## src/rtl/operand_entry.sv

```systemverilog
// Two-operand keypad entry for the calculator: collects X, Y (0-99) and an op code,
// then pulses calc_valid once when the second operand is confirmed.
module operand_entry (
    input  logic       clk,
    input  logic       rst_n,
    input  logic [3:0] key,
    input  logic       key_valid,
    output logic [6:0] x,
    output logic [6:0] y,
    output logic [1:0] op,
    output logic       led_x,
    output logic       led_y,
    output logic       calc_valid
);

    typedef enum logic [1:0] {
        ENTER_X = 2'd0,
        ENTER_Y = 2'd1,
        DONE    = 2'd2
    } state_t;

    localparam logic [3:0] KEY_OP    = 4'd10;
    localparam logic [3:0] KEY_ENTER = 4'd11;
    localparam logic [3:0] KEY_CLEAR = 4'd13;

    state_t     state;
    state_t     state_nxt;
    logic       key_valid_d;
    logic       key_evt;
    logic [6:0] x_nxt;
    logic [6:0] y_nxt;
    logic [1:0] op_nxt;
    logic       cv_nxt;

    // Shift a decimal digit in, keeping only the last two digits so the result stays <= 99.
    function automatic logic [6:0] push_digit(input logic [6:0] cur, input logic [3:0] d);
        logic [6:0] ones;
        ones = cur % 7'd10;
        return (ones * 7'd10) + {3'd0, d};
    endfunction

    assign key_evt = key_valid & ~key_valid_d;
    assign led_x   = (state == ENTER_X);
    assign led_y   = (state == ENTER_Y);

    always_ff @(posedge clk or negedge rst_n) begin
        if (!rst_n) begin
            state       <= ENTER_X;
            x           <= 7'd0;
            y           <= 7'd0;
            op          <= 2'd0;
            calc_valid  <= 1'b0;
            // Treat the key as already held so a press spanning reset release is not counted.
            key_valid_d <= 1'b1;
        end else begin
            state       <= state_nxt;
            x           <= x_nxt;
            y           <= y_nxt;
            op          <= op_nxt;
            calc_valid  <= cv_nxt;
            key_valid_d <= key_valid;
        end
    end

    always_comb begin
        state_nxt = state;
        x_nxt     = x;
        y_nxt     = y;
        op_nxt    = op;
        cv_nxt    = 1'b0;
        if (key_evt) begin
            if (key == KEY_CLEAR) begin
                state_nxt = ENTER_X;
                x_nxt     = 7'd0;
                y_nxt     = 7'd0;
                op_nxt    = 2'd0;
            end else if (key <= 4'd9) begin
                case (state)
                    ENTER_X: x_nxt = push_digit(x, key);
                    ENTER_Y: y_nxt = push_digit(y, key);
                    default: begin
                        // A digit after a completed entry starts a fresh X with the op kept.
                        state_nxt = ENTER_X;
                        x_nxt     = {3'd0, key};
                        y_nxt     = 7'd0;
                    end
                endcase
            end else if (key == KEY_OP) begin
                if (state != DONE) begin
                    op_nxt = op + 2'd1;
                end
            end else if (key == KEY_ENTER) begin
                case (state)
                    ENTER_X: begin
                        state_nxt = ENTER_Y;
                        y_nxt     = 7'd0;
                    end
                    ENTER_Y: begin
                        state_nxt = DONE;
                        cv_nxt    = 1'b1;
                    end
                    default: ;
                endcase
            end
        end
    end

endmodule

```

## config.mk

```make
export PLATFORM = sky130hd
export DESIGN_NAME = operand_entry
export DESIGN_NICKNAME = d
export VERILOG_FILES = /design/src/rtl/operand_entry.sv
export SDC_FILE = /design/constraint.sdc
export NUM_CORES = 1
export LEC_CHECK = 0
export CAP_MARGIN = 20
export CORE_UTILIZATION = 30
export DETAILED_ROUTE_END_ITERATION = 12
export SKIP_CTS_REPAIR_TIMING = 1
export SLEW_MARGIN = 5
export SYNTH_ARGS = -nofsm -noshare
export SYNTH_HDL_FRONTEND = slang
export SYNTH_SLANG_ARGS = --single-unit
```

## constraint.sdc

```tcl
create_clock -name clk -period 5.2 [get_ports clk]
set_input_delay 0.78 -clock clk [delete_from_list [all_inputs] [get_ports clk]]
set_output_delay 0.78 -clock clk [all_outputs]
set_load 0.02 [all_outputs]
```

==> summary.md <==
| Metric | Value |
|---|---|
| Result of the run | `completed` |
| Crit path required time | `5.36 ns` |
| Number of global-route vias before repair | `2095` |
| Count of flip-flops with a built-in enable after synthesis | `0` |
| Crit Path Max Fanout | `12` |
| Average cell area after synthesis | `~8.4 sq um` |
| PnR worst setup slack | `0.569 ns` |
| Max-capacitance violation count | `0` |
| Vias post-DR | `2109` |
| Mapped Cells | `285` |
| Final Max Tran Viols | `0` |
| Ant. Diodes | `0` |
| Most area-consuming cells after synthesis | `sky130_fd_sc_hd__dfrtp_1 20%, sky130_fd_sc_hd__ha_1 9.4%, sky130_fd_sc_hd__o21ai_0 5.6%` |
| Final-layout fill cell count | `approximately 800` |
| Share of post-route cells with drive strength above 1 | `4.98%` |
| Post-synth top flop | `sky130_fd_sc_hd__dfrtp_1` |
| Fmax | `216 MHz` |
| Post-DP HPWL | `approximately 4200 um` |
| CTS Buf Count | `3` |
| Initial antenna violation count | `0` |
| Final Cycle Share | `roughly nine tenths` |
| Maximum root-to-sink buffer count | `2` |
| Arrival time of the worst setup path | `4.79 ns` |
| Global route overflow | `0` |
| Count of yosys warnings during synthesis | `0` |
| First-pass GRT wire length | `around 9700 um` |
| Standard cell area after detailed placement | `2710 sq um` |
| Post-Synthesis Net Count | `about 310` |
| Clock period minus final worst setup slack | `4.63 ns` |
| Die Y | `about 91 um` |
| Final setup TNS | `0 ns` |
| Area of the die | `roughly 8400 sq um` |
| Final number of hold-violating endpoints | `0` |
| Library cell used as clock root buffer | `sky130_fd_sc_hd__clkbuf_8` |
| Routability congestion estimate from global placement | `approximately 0.83` |
| Sinks on Clock Net | `20` |
| Seq cells post-synth | `20` |
| Source-to-sink clock delay at the later pin of the worst-skew pair | `0.26 ns` |
| Maximum number of pins on one net before global-route repair | `21` |
| Multi-input gate area in the final layout | `about 1700 sq um` |
| Crit path launch | `y[5]$_DFFE_PN0P_` |
| Global Route Usage Sum | `13.7%` |
| Die extent in x | `91.4 um` |
| Commonest cells in the netlist | `27 x sky130_fd_sc_hd__o21ai_0, 25 x sky130_fd_sc_hd__inv_1, 19 x sky130_fd_sc_hd__dfrtp_1, 18 x sky130_fd_sc_hd__ha_1, 18 x sky130_fd_sc_hd__nand2_1` |
| Area of the placeable core | `7730 sq um` |
| Share of the core filled with cells in the final layout | `36.0%` |
| Per-cell via count in the routed design | `5.23` |
| Initial DRC Count | `75` |
| Residual antenna-violating net count after detailed routing | `0` |
| DRC | `0` |
| Startpoint types | `flop` |
| Headroom to the max-slew limit | `between 40% and 50%` |
| Top-area cell type share of the netlist area | `19.8%` |
| Total I/O pin count | `26` |
| Share of synthesized flip-flops with an asynchronous set or reset | `100%` |
| Portion of the post-synthesis area used by sequential elements | `20.9%` |
| Htree depth | `1` |
| Critical path endpoint category | `flop` |
| Setup WS pre-CTS | `0.466 ns` |
| Worst hold path startpoint | `op[1]$_DFFE_PN0P_` |
| Number of I/O port buffers | `25` |
| Final setup violating endpoints | `0` |
| Number of search-and-repair iterations in the first detailed-routing pass | `4` |
| Starting Density | `between 30% and 40%` |
| Cell area after layout | `2790 sq um` |
| Post-route clock skew | `0.00107 ns` |
| Syn Std Cell Area | `2400 sq um` |
| Worst hold path type | `flop to flop` |
| Worst-margin pin slew | `0.888 ns` |
| Number of unique standard cell types used by synthesis | `62` |
| Total wire length after detailed routing | `about 5400 um` |
| Routed len/inst | `13.5 um` |
| Category of the critical setup timing path | `flop to flop` |
| Total Nets Final | `331` |
| Setup repair after global routing missed its margin | `no` |
| Cell type with the highest aggregate area in the netlist | `sky130_fd_sc_hd__dfrtp_1` |
| Register cell area after layout | `502 sq um` |
| Clk pin slew, worst setup/hold paths | `roughly 0.080 ns` |
| Number of rows in the core area | `32` |
| Area growth, synth to finish | `16.1%` |
| TritonCTS clock tree | `done` |
| Most common cell in the netlist | `sky130_fd_sc_hd__o21ai_0` |
| Start of the worst register-to-register path | `y[5]$_DFFE_PN0P_` |
-- cell usage in the layout (no fill, tap or decap), types with 3 or more instances in the layout --
cell                              instances
sky130_fd_sc_hd__a21o_1                   3
sky130_fd_sc_hd__a21oi_1                 13
sky130_fd_sc_hd__a22o_1                   7
sky130_fd_sc_hd__a22oi_1                  3
sky130_fd_sc_hd__and3_1                   5
sky130_fd_sc_hd__clkbuf_8                 3
sky130_fd_sc_hd__clkdlybuf4s50_1         25
sky130_fd_sc_hd__dfrtp_1                 19
sky130_fd_sc_hd__fa_1                     4
sky130_fd_sc_hd__ha_1                    18
sky130_fd_sc_hd__inv_1                   25
sky130_fd_sc_hd__maj3_1                   3
sky130_fd_sc_hd__mux2_2                   3
sky130_fd_sc_hd__mux2i_1                  9
sky130_fd_sc_hd__nand2_1                 18
sky130_fd_sc_hd__nand2b_1                 6
sky130_fd_sc_hd__nand3_1                  4
sky130_fd_sc_hd__nor2_1                  12
sky130_fd_sc_hd__nor2b_1                 10
sky130_fd_sc_hd__nor3b_1                  5
sky130_fd_sc_hd__o21a_1                   4
sky130_fd_sc_hd__o21ai_0                 27
sky130_fd_sc_hd__o21ai_1                  4
sky130_fd_sc_hd__or3_1                    3
sky130_fd_sc_hd__xnor2_1                 15
sky130_fd_sc_hd__xor2_1                   6
-- through the flow --
stage / instances / hold WS (ns)
floorplan: 285 / 0.484
global placement: 399 / 0.476
detailed placement: 399 / 0.505
CTS: 403 / 0.519
global route: 403 / 0.554
finish: 403 / 0.514
-- flip-flops by register name (all words and copies together), names as in the netlist --
register,count
x,7
y,7
op,2
state,2
calc_valid,1
key_valid_d,1
-- path summary, 6_finish.rpt --
kind / end / slack (ns) / cells past startpoint
setup / recovery: y[6]$_DFFE_PN0P_ / 0.57 / 18
setup reg to reg: y[6]$_DFFE_PN0P_ / 0.57 / 18
min in group asynchronous: calc_valid$_DFF_PN0_ / 1.02 / 1
max in group asynchronous: x[5]$_DFFE_PN0P_ / 3.64 / 1
hold reg to reg: op[1]$_DFFE_PN0P_ / 0.51 / 1
hold / removal: op[1]$_DFFE_PN0P_ / 0.51 / 1
-- critical path: stages, from the launching register on --
cell	delay [ns]
sky130_fd_sc_hd__dfrtp_1	0.54
sky130_fd_sc_hd__nor2b_2	0.38
sky130_fd_sc_hd__nor2_1	0.09
sky130_fd_sc_hd__a21oi_1	0.12
sky130_fd_sc_hd__nor2_1	0.05
sky130_fd_sc_hd__a311oi_1	0.48
sky130_fd_sc_hd__ha_1	0.27
sky130_fd_sc_hd__o21bai_1	0.15
sky130_fd_sc_hd__nand2_1	0.06
sky130_fd_sc_hd__or2_1	0.31
sky130_fd_sc_hd__xnor2_1	0.24
sky130_fd_sc_hd__ha_1	0.28
sky130_fd_sc_hd__ha_1	0.20
sky130_fd_sc_hd__inv_1	0.06
sky130_fd_sc_hd__fa_1	0.44
sky130_fd_sc_hd__nor3b_1	0.26
sky130_fd_sc_hd__xnor2_1	0.16
sky130_fd_sc_hd__xnor3_1	0.24
sky130_fd_sc_hd__a22o_1	0.18
-- final cells by class --
| class | instances | area share, % |
|---|---|---|
| tap | 102 | 4.58 |
| inverter | 25 | 3.37 |
| timing repair buffer | 27 | 9.52 |
| multi-input combinational | 225 | 61.9 |
| sequential | 20 | 18.0 |
| clock inverter | 1 | 1.08 |
| clock buffer | 3 | 1.48 |
-- metal layers --
metal,GRT usage (%),vias to the layer above,wire [um]
li1,-,1055,-
met1,18.1,998,2600
met2,24.0,48,2600
met3,1.34,8,169
met4,3.17,0,76
met5,0,-,0
-- logic make-up after synthesis --
logic type	synth area share (%)
flip-flops	20.9
adder cells (fa/ha/maj)	14.0
XOR/XNOR	8.60
AND/OR/NAND/NOR	17.9
AO/OA/AOI/OAI	26.1
buffers and inverters	7.30
multiplexers	5.16
Power is not shown: default switching activity piles up to over one toggle a cycle in this logic, so the estimate is an artifact.
